**src/rtl/adc_frame_pkg.sv**
```systemverilog
// Shared constants, FSM encoding and serial word layout for the ADC frame transmitter.
// Each 16-bit word is laid out as {channel[1:0], 1'b0, stale, data[11:0]}.
package adc_frame_pkg;

    localparam int NCH       = 4;
    localparam int DATA_W    = 12;
    localparam int WORD_W    = 16;
    localparam int CH_W      = 2;
    localparam int FRAME_W   = NCH * WORD_W;
    localparam int BIT_CNT_W = $clog2(FRAME_W);

    localparam int WORD_CH_LSB    = 14;
    localparam int WORD_STALE_BIT = 12;
    localparam int WORD_DATA_LSB  = 0;

    typedef enum logic [1:0] {
        IDLE  = 2'd0,
        LOAD  = 2'd1,
        SHIFT = 2'd2
    } state_t;

    // A stale word always carries zero data so the DSP never sees leftovers.
    function automatic logic [WORD_W-1:0] pack_word(
        input logic [CH_W-1:0]   ch,
        input logic              stale,
        input logic [DATA_W-1:0] data
    );
        logic [WORD_W-1:0] w;
        w = '0;
        w[WORD_CH_LSB +: CH_W]     = ch;
        w[WORD_STALE_BIT]          = stale;
        w[WORD_DATA_LSB +: DATA_W] = stale ? '0 : data;
        return w;
    endfunction

endpackage

```
**src/rtl/adc_frame_tx_if.sv**
```systemverilog
// Sample-capture bus plus the McBSP-side serial outputs of the frame transmitter.
interface adc_frame_tx_if;
    import adc_frame_pkg::*;

    logic              smp_valid;
    logic [CH_W-1:0]   smp_ch;
    logic [DATA_W-1:0] smp_data;
    logic              ovr_clr;
    logic              bclk;
    logic              fsx;
    logic              dx;
    logic              busy;
    logic              overrun;

    modport master (
        output smp_valid, smp_ch, smp_data, ovr_clr,
        input  bclk, fsx, dx, busy, overrun
    );

    modport slave (
        input  smp_valid, smp_ch, smp_data, ovr_clr,
        output bclk, fsx, dx, busy, overrun
    );

endinterface

```
**src/rtl/adc_bclk_gen.sv**
```systemverilog
// Bit-clock generator: bclk toggles every CLK_DIV enabled cycles, starting low.
// The strobes flag the cycle whose closing edge produces the next bclk transition.
module adc_bclk_gen #(
    parameter int CLK_DIV = 2
) (
    input  logic clkin,
    input  logic rst,
    input  logic en,
    output logic bclk,
    output logic rise_stb,
    output logic fall_stb
);

    localparam int CNT_W = (CLK_DIV > 1) ? $clog2(CLK_DIV) : 1;
    localparam logic [CNT_W-1:0] TERM = CNT_W'(CLK_DIV - 1);

    logic [CNT_W-1:0] cnt_reg;
    logic             bclk_reg;
    logic             term;

    assign term     = en && (cnt_reg == TERM);
    assign rise_stb = term && !bclk_reg;
    assign fall_stb = term && bclk_reg;
    assign bclk     = bclk_reg;

    always_ff @(posedge clkin or posedge rst) begin
        if (rst) begin
            cnt_reg  <= '0;
            bclk_reg <= 1'b0;
        end else if (!en) begin
            cnt_reg  <= '0;
            bclk_reg <= 1'b0;
        end else if (term) begin
            cnt_reg  <= '0;
            bclk_reg <= ~bclk_reg;
        end else begin
            cnt_reg  <= cnt_reg + 1'b1;
        end
    end

endmodule

```
**src/rtl/adc_frame_tx.sv**
```systemverilog
// Collects one sample per channel, packs a 64-bit frame and shifts it MSB first
// to a McBSP receiver with self-generated bclk/fsx. Capture runs while shifting.
module adc_frame_tx
    import adc_frame_pkg::*;
#(
    parameter int CLK_DIV = 2
) (
    input  logic           clkin,
    input  logic           rst,
    adc_frame_tx_if.slave  bus
);

    localparam logic [CH_W-1:0] LAST_CH = CH_W'(NCH - 1);

    state_t                 state_reg, state_next;
    logic [BIT_CNT_W-1:0]   bit_cnt_reg, bit_cnt_next;
    logic [FRAME_W-1:0]     shadow_reg, shadow_next;
    logic                   fsx_reg, fsx_next;
    logic                   overrun_reg, overrun_next;

    // The last channel is taken straight from the bus, so only NCH-1 are stored.
    logic [DATA_W-1:0]      cap_reg [NCH-1];
    logic [NCH-2:0]         mask_reg;
    logic [FRAME_W-1:0]     frame_word;
    logic                   frame_done;
    logic                   gen_en;
    logic                   fall_stb;
    logic                   unused_rise_stb;

    assign frame_done = bus.smp_valid && (bus.smp_ch == LAST_CH);
    assign gen_en     = (state_reg != IDLE);

    adc_bclk_gen #(
        .CLK_DIV  (CLK_DIV)
    ) u_bclk_gen (
        .clkin    (clkin),
        .rst      (rst),
        .en       (gen_en),
        .bclk     (bus.bclk),
        .rise_stb (unused_rise_stb),
        .fall_stb (fall_stb)
    );

    always_ff @(posedge clkin or posedge rst) begin
        if (rst) begin
            for (int i = 0; i < NCH - 1; i++) cap_reg[i] <= '0;
            mask_reg <= '0;
        end else begin
            for (int i = 0; i < NCH - 1; i++) begin
                if (bus.smp_valid && (bus.smp_ch == CH_W'(i))) begin
                    cap_reg[i]  <= bus.smp_data;
                    mask_reg[i] <= 1'b1;
                end
            end
            if (frame_done) mask_reg <= '0;
        end
    end

    // Word 0 occupies the top of the frame so it leaves first.
    genvar gi;
    generate
        for (gi = 0; gi < NCH - 1; gi++) begin : g_word
            assign frame_word[FRAME_W-1-gi*WORD_W -: WORD_W] =
                pack_word(CH_W'(gi), ~mask_reg[gi], cap_reg[gi]);
        end
    endgenerate
    assign frame_word[WORD_W-1:0] = pack_word(LAST_CH, 1'b0, bus.smp_data);

    always_ff @(posedge clkin or posedge rst) begin
        if (rst) begin
            state_reg   <= IDLE;
            bit_cnt_reg <= '0;
            shadow_reg  <= '0;
            fsx_reg     <= 1'b0;
            overrun_reg <= 1'b0;
        end else begin
            state_reg   <= state_next;
            bit_cnt_reg <= bit_cnt_next;
            shadow_reg  <= shadow_next;
            fsx_reg     <= fsx_next;
            overrun_reg <= overrun_next;
        end
    end

    always_comb begin
        state_next   = state_reg;
        bit_cnt_next = bit_cnt_reg;
        shadow_next  = shadow_reg;
        fsx_next     = fsx_reg;
        overrun_next = overrun_reg;

        if (bus.ovr_clr) overrun_next = 1'b0;

        case (state_reg)
            IDLE: begin
                if (frame_done) begin
                    state_next   = LOAD;
                    shadow_next  = frame_word;
                    fsx_next     = 1'b1;
                    bit_cnt_next = '1;
                end
            end
            LOAD: state_next = SHIFT;
            SHIFT: begin
                // Zero fill leaves dx low once all 64 bits have gone out.
                if (fall_stb) begin
                    shadow_next = {shadow_reg[FRAME_W-2:0], 1'b0};
                    fsx_next    = 1'b0;
                    if (bit_cnt_reg == '0) state_next = IDLE;
                    else                   bit_cnt_next = bit_cnt_reg - 1'b1;
                end
            end
            default: state_next = IDLE;
        endcase

        if (frame_done && (state_reg != IDLE)) overrun_next = 1'b1;
    end

    assign bus.dx      = shadow_reg[FRAME_W-1];
    assign bus.fsx     = fsx_reg;
    assign bus.busy    = (state_reg != IDLE);
    assign bus.overrun = overrun_reg;

endmodule

```
**src/flat_wrapper.sv**
```systemverilog
// flat-port wrapper written by rule: the top's interface ports become plain ports
module adc_frame_tx_flat import adc_frame_pkg::*;
#(
    parameter int CLK_DIV = 2
)
  (clkin, rst, bus_smp_valid, bus_smp_ch, bus_smp_data, bus_ovr_clr, bus_bclk, bus_fsx, bus_dx, bus_busy, bus_overrun);
  adc_frame_tx_if bus_i ();
  input  logic clkin;
  input  logic rst;
  input wire logic [$bits(bus_i.smp_valid)-1:0] bus_smp_valid;
  input wire logic [$bits(bus_i.smp_ch)-1:0] bus_smp_ch;
  input wire logic [$bits(bus_i.smp_data)-1:0] bus_smp_data;
  input wire logic [$bits(bus_i.ovr_clr)-1:0] bus_ovr_clr;
  output wire logic [$bits(bus_i.bclk)-1:0] bus_bclk;
  output wire logic [$bits(bus_i.fsx)-1:0] bus_fsx;
  output wire logic [$bits(bus_i.dx)-1:0] bus_dx;
  output wire logic [$bits(bus_i.busy)-1:0] bus_busy;
  output wire logic [$bits(bus_i.overrun)-1:0] bus_overrun;
  assign bus_i.smp_valid = bus_smp_valid;
  assign bus_i.smp_ch = bus_smp_ch;
  assign bus_i.smp_data = bus_smp_data;
  assign bus_i.ovr_clr = bus_ovr_clr;
  assign bus_bclk = bus_i.bclk;
  assign bus_fsx = bus_i.fsx;
  assign bus_dx = bus_i.dx;
  assign bus_busy = bus_i.busy;
  assign bus_overrun = bus_i.overrun;
  adc_frame_tx #(.CLK_DIV(CLK_DIV)) u_core (.clkin(clkin), .rst(rst), .bus(bus_i));
endmodule
```
**config.mk**
```make
export PLATFORM = sky130hd
export DESIGN_NAME = adc_frame_tx_flat
export DESIGN_NICKNAME = d
export VERILOG_FILES = /design/src/rtl/adc_frame_pkg.sv /design/src/rtl/adc_frame_tx_if.sv /design/src/rtl/adc_bclk_gen.sv /design/src/rtl/adc_frame_tx.sv /design/src/flat_wrapper.sv
export SDC_FILE = /design/constraint.sdc
export NUM_CORES = 1
export LEC_CHECK = 0
export ABC_AREA = 1
export BUFFER_PORTS_ARGS = -buffer_cell sky130_fd_sc_hd__buf_4
export CELL_PAD_IN_SITES_DETAIL_PLACEMENT = 1
export CELL_PAD_IN_SITES_GLOBAL_PLACEMENT = 1
export CORE_ASPECT_RATIO = 1.75
export CORE_MARGIN = 3
export CORE_UTILIZATION = 47
export CTS_CLUSTER_DIAMETER = 60
export DETAILED_ROUTE_END_ITERATION = 10
export MAX_ROUTING_LAYER = met4
export PLACE_DENSITY = 0.89
export REMOVE_ABC_BUFFERS = 1
export SETUP_SLACK_MARGIN = 0.4
export SYNTH_ARGS = -nofsm -noshare
export SYNTH_HDL_FRONTEND = slang
export SYNTH_SLANG_ARGS = --single-unit
```
**constraint.sdc**
```tcl
create_clock -name clkin -period 4.2 [get_ports clkin]
set_input_delay 0.42 -clock clkin [delete_from_list [all_inputs] [get_ports clkin]]
set_output_delay 0.42 -clock clkin [all_outputs]
set_load 0.005 [all_outputs]
```
[Word-level counts from Yosys, hierarchy flattened]
Index checks and enable logic that the tools add are counted.
Operators by class
  add/sub/neg operators: 2
  multipliers: 0
  div/mod/pow operators: 0
  magnitude comparators: 0
  equal/unequal tests: 10
  shift operators: 0
  muxes and demuxes: 27
  bitwise logic cells: 4
  reduce and logical (&&, ||, !) cells: 19
Operators with widths (count)
  $mux W64: 2
  $pmux W64 S2: 1
  $mux W12: 3
  $mux W6: 3
  $pmux W6 S2: 1
  $reduce_bool A2 Y1: 6
  $mux W1: 11
  $ne A2 B1 Y1 const B: 4
  $logic_and A1 B1 Y1: 7
  $eq A2 B2 Y1 const B: 3
  $logic_not A6 Y1: 1
  $mux W2: 3
  $pmux W2 S3: 1
  $reduce_and A3 Y1: 2
  $sub A6 B1 Y6 const B: 1
  $eq A2 B1 Y1 const B: 2
  $logic_not A2 Y1: 2
  $not A1 Y1: 4
  $reduce_and A4 Y1: 1
  $mux W3: 1
  $ne A2 B2 Y1 const B: 1
  $pmux W1 S2: 1
  $add A1 B1 Y1 const B: 1
Word-level totals
  flip-flop bits (word level): 115
  bits in latches: 0
  RAM bits: 0
  ROM bits: 0
  input bits: 18
  output and inout port bits: 5
  word-level logic and storage cells: 75
  memories: 0

[Logic depth before layout (Yosys ltp)]
  depth after elaboration: 5
  depth in mapped cells: 9
  mapped depth without buffers: 8

[Modules after synthesis]
A second synthesis with hierarchy kept.
Second synthesis, totals
  cells, all modules: 606
  area total of the unflattened synthesis: 5126.2 um^2
By module, submodules not included
  adc_frame_tx: instances 1, cells each 593, area each 5032.3 um^2, sequential area each 2827.7 um^2
  adc_bclk_gen: instances 1, cells each 13, area each 93.8 um^2, sequential area each 50.0 um^2

[Worst setup path after synthesis]
OpenSTA, ideal clock, no wires.
  kind: register -> register
  start point: register u_core.state_reg[1]
  end point: register u_core.shadow_reg[1]
  setup time: 0.117 ns
  data arrival time: 1.208 ns
  required time: 4.083 ns
  slack: 2.875 ns
  cell stages (with the launch flop): 9
  buffers on the path: 2
  clock period less this slack: 1.325 ns
  path through: dfrtp_1 -> nand2_2 -> clkinv_4 -> nand2_4 -> nand2_4 -> buf_12 -> buf_6 -> nand2_1 -> o21ai_2
Between the ends
  cells in the longest elaborated chain, start to end: 5
  elaborated cells between the ends (all ways): 10
  those cells by class: eq/ne: 3; mux: 1; reduce/logical: 6
Ends and longest elaborated chain
  start: declaration: line adc_frame_tx.sv:15  | state_t state_reg, state_next;
  start signal: assignment: line adc_frame_tx.sv:77  | state_reg <= state_next;
  $reduce_bool A2 Y1: line adc_frame_tx.sv:31  | assign gen_en = (state_reg != IDLE);
  $logic_and A1 B1 Y1: line adc_bclk_gen.sv:21  | assign term = en && (cnt_reg == TERM);
  $logic_and A1 B1 Y1: line adc_bclk_gen.sv:23  | assign fall_stb = term && bclk_reg;
  $ne A2 B1 Y1 (no source line)
  $reduce_and A3 Y1 (no source line)
  end signal: assignment: line adc_frame_tx.sv:79  | shadow_reg <= shadow_next;
  end: declaration: line adc_frame_tx.sv:17  | logic [FRAME_W-1:0] shadow_reg, shadow_next;
Several ways; a longest one is shown, not always the timed one.
A chain may end at the register's enable or synchronous reset.

[Worst setup path after layout]
  start point: register u_core.state_reg[1]
  end point: register u_core.bit_cnt_reg[5]
Between the ends
  cells in the longest elaborated chain, start to end: 5
  elaborated cells between the ends (all ways): 11
  those cells by class: eq/ne: 4; mux: 1; reduce/logical: 6
Ends and longest elaborated chain
  $reduce_bool A2 Y1: line adc_frame_tx.sv:31
  $logic_and A1 B1 Y1: line adc_bclk_gen.sv:21
  $logic_and A1 B1 Y1: line adc_bclk_gen.sv:23
  $ne A2 B1 Y1 (no source line)
  $reduce_and A4 Y1 (no source line)
  end signal: assignment: line adc_frame_tx.sv:78  | bit_cnt_reg <= bit_cnt_next;
  end: declaration: line adc_frame_tx.sv:16  | logic [BIT_CNT_W-1:0] bit_cnt_reg, bit_cnt_next;
Several ways; a longest one is shown, not always the timed one.

==> reports/metrics.csv <==
metric,value,unit
status,finished clean,
drt wl/cell,19.1,um
Synth Area in Adders,0.00471,
Most used DFF post-synth,dfrtp_1,
static leakage,2.88,nW
"Seq/Total Area, Yosys",0.542,
uppermost layer routed,met4,
clock-pin slew on the worst setup and hold paths,60,ps
Hold Crit Class,in2async,
switch share,0.379,
"EDFF count, synth",0,
max reg flops,64,
crit share post-route,0.588,
CTS tree,done,
metal3 WL,490,um
Num CTS Buffers,17,
Seq cells post-synth,115,
register share of total power,0.351,
area fraction in compound gates after synthesis,0.181,
RSZ-0062 raised after global routing,no,
highest clock rate,405,MHz
hold slack,84.9,ps
cell with the most instances after synthesis,nand2_1,
total gr overflow,0,
WP buf/inv,1,
Synth top area share,0.542,
Post-Syn Area,5310,um^2
Die ar.,12700,um^2
worst-margin pin slew,1080,ps
slowest CP cell,buf_4,
diode count,0,
CORE AREA,10900,um^2
Yosys cell types,29,
final setup vio count,0,
Max Cap Viol,0,
Die Y-Extent,147,um
CP cell instances,"nand2_2, buf_4, nor2_4, nor2_2, nor2_1, nand2_1, nand2_1",
Tmin final,2470,ps
clock tree buffer depth,2,
TNS Setup,0,ps
first-pass GRT wire length,24.1,mm
share of cells above drive strength 1,0.181,
Synth Area per Inst,8.88,um^2
Peak VDD IR,450,uV
hold-fix buffers at CTS,0,
met2 wire length,7.86,mm
Via-to-Cell Ratio,5.70,
remaining antenna violation count,0,
DRT Pass-1 Iters,5,
Clock Power Share,0.318,
CP max stage delay,730,ps
Die Wd,86.4,um
Post-CTS Setup Inserts,0,
"Arr. time, crit path",2780,ps
Simple-Gate Fraction of Synth Area,0.169,
initial antenna violation count,0,
Post-Synth XOR/XNOR Area,0,
area delta synth->final,14.0,%
io pins,23,
vias in the first global route,4664,
Critical Path End Type,flip-flop,
DP Wirelength,8.13,mm
routed wire length,14.4,mm
leading area contributor after synthesis,dfrtp_1,
Critical Path RT,4510,ps
Synth Instances,598,
mux share of post-synthesis cell area,0,
Initial Util,0.488,
clock tree sinks,115,
met1 WL,5.59,mm
Tot GR Track Use,0.254,
Worst-Skew Late Latency,430,ps
Worst Skew,8.55,ps
Combinational Power Share,0.331,
DRT iter0 DRCs,342,
largest family of logic cells by synthesized area,compound AO/OA/AOI/OAI gates,
switching pwr,1.76,mW
std cell rows,50,
Residual DRC,0,
Crit path max-delay family,simple AND/OR/NAND/NOR gates,
H-tree depth,4,
Resized Gates After CTS,0,
CP Max Fanout,103,
PortBufs,22,
Critical Path Source Type,flip-flop,
Crit Path Class,reg2reg,
internal power,2.88,mW
ys async rst share,1.00,
pwr dens,766,nW/um^2
DR vias,4298,
Root Driver,clkbuf_16,
"most used cell, CP",nand2_1,
Slew HR,0.282,
Placer Congestion,0.780,
Ys Warns,0,
pins over their slew limit,0,
largest net degree at the start of global routing,104,
final hold vios,0,
fin nets,632,
Synth top cells by count,"141 x nand2_1, 115 x dfrtp_1, 91 x o21ai_0",
"top cells by area, synth","dfrtp_1 54%, nand2_1 10%, o21ai_0 8.6%",
[final cells by class]
| type | instances | area (um^2) |
|---|---|---|
| Clock inverter | 11 | 135 |
| Tap cell | 130 | 163 |
| Sequential cell | 115 | 2880 |
| Clock buffer | 20 | 457 |
| Multi-Input combinational cell | 365 | 1890 |
| Timing Repair Buffer | 27 | 203 |
| Fill cell | 1262 | 4830 |
| Inverter | 86 | 330 |
[cell families after synthesis]
family                     count (synthesis)
AOI/OAI and AO/OA                        153
adders and majority gates                  2
DFF                                      115
buffers and inverters                    118
and+or+nand+nor                          210
[placed cells by master, fill, tap and decap left out, drive strengths merged]
cell type and n:
clkinv 7, bufinv 3, o211ai 1, o21ai 140
buf 27, clkinvlp 2, a22oi 4, clkbuf 20
ha 2, o22ai 7, dfrtp 115, nand4 2
nand3 45, inv 85, nor2 13, or2 1
a21oi 1, nand2 147, nand3b 2
[power by group through the flow]
stage                     Clock [mW]  Sequential [mW]  Combinational [mW]
after CTS                       1.49             1.63                1.55
after global routing            1.54             1.66                1.73
final                           1.47             1.63                1.54
after global placement             0             1.61                1.38
after floorplan                    0             1.58                1.10
after detailed placement           0             1.63                1.48
[layer usage]
| metal | global-route usage | up-vias |
|---|---|---|
| li1 | - | 1945 |
| met1 | 0.288 | 2203 |
| met2 | 0.423 | 112 |
| met3 | 0.0559 | 38 |
| met4 | 0.112 | 0 |
| met5 | - | - |
[final timing paths]
check                                                    start  cells after the start  slack [ps]                                  end
setup / recovery               u_core.state_reg[1]$_DFFE_PP0P_                      7        1730    u_core.bit_cnt_reg[5]$_DFFE_PP0P_
hold / removal                                             rst                      2          80    u_core.shadow_reg[48]$_DFFE_PP0P_
setup reg to reg               u_core.state_reg[1]$_DFFE_PP0P_                      7        1730    u_core.bit_cnt_reg[5]$_DFFE_PP0P_
hold reg to reg            u_core.u_bclk_gen.cnt_reg$_DFF_PP0_                      1         460  u_core.u_bclk_gen.cnt_reg$_DFF_PP0_
max in group asynchronous                                  rst                      3        3200    u_core.shadow_reg[11]$_DFFE_PP0P_
min in group clkin                                 bus_ovr_clr                      2         190       u_core.bus.overrun$_DFFE_PP0P_
[per-stage QoR]
| step | setup slack (ps) | instances | util | cell area (um^2) | total power, mW |
|---|---|---|---|---|---|
| 6_report | 1730 | 754 | 0.556 | 6050 | 4.64 |
| 2_1_floorplan | 736 | 566 | - | 5090 | 2.67 |
| 3_3_place_gp | 1940 | 723 | 0.502 | 5460 | 2.99 |
| 3_5_place_dp | 1800 | 723 | 0.502 | 5460 | 3.11 |
| 5_1_grt | 1510 | 754 | 0.556 | 6050 | 4.93 |
| 4_1_cts | 1760 | 754 | 0.556 | 6050 | 4.67 |
Note: power is estimated with default switching activity, not from simulation.
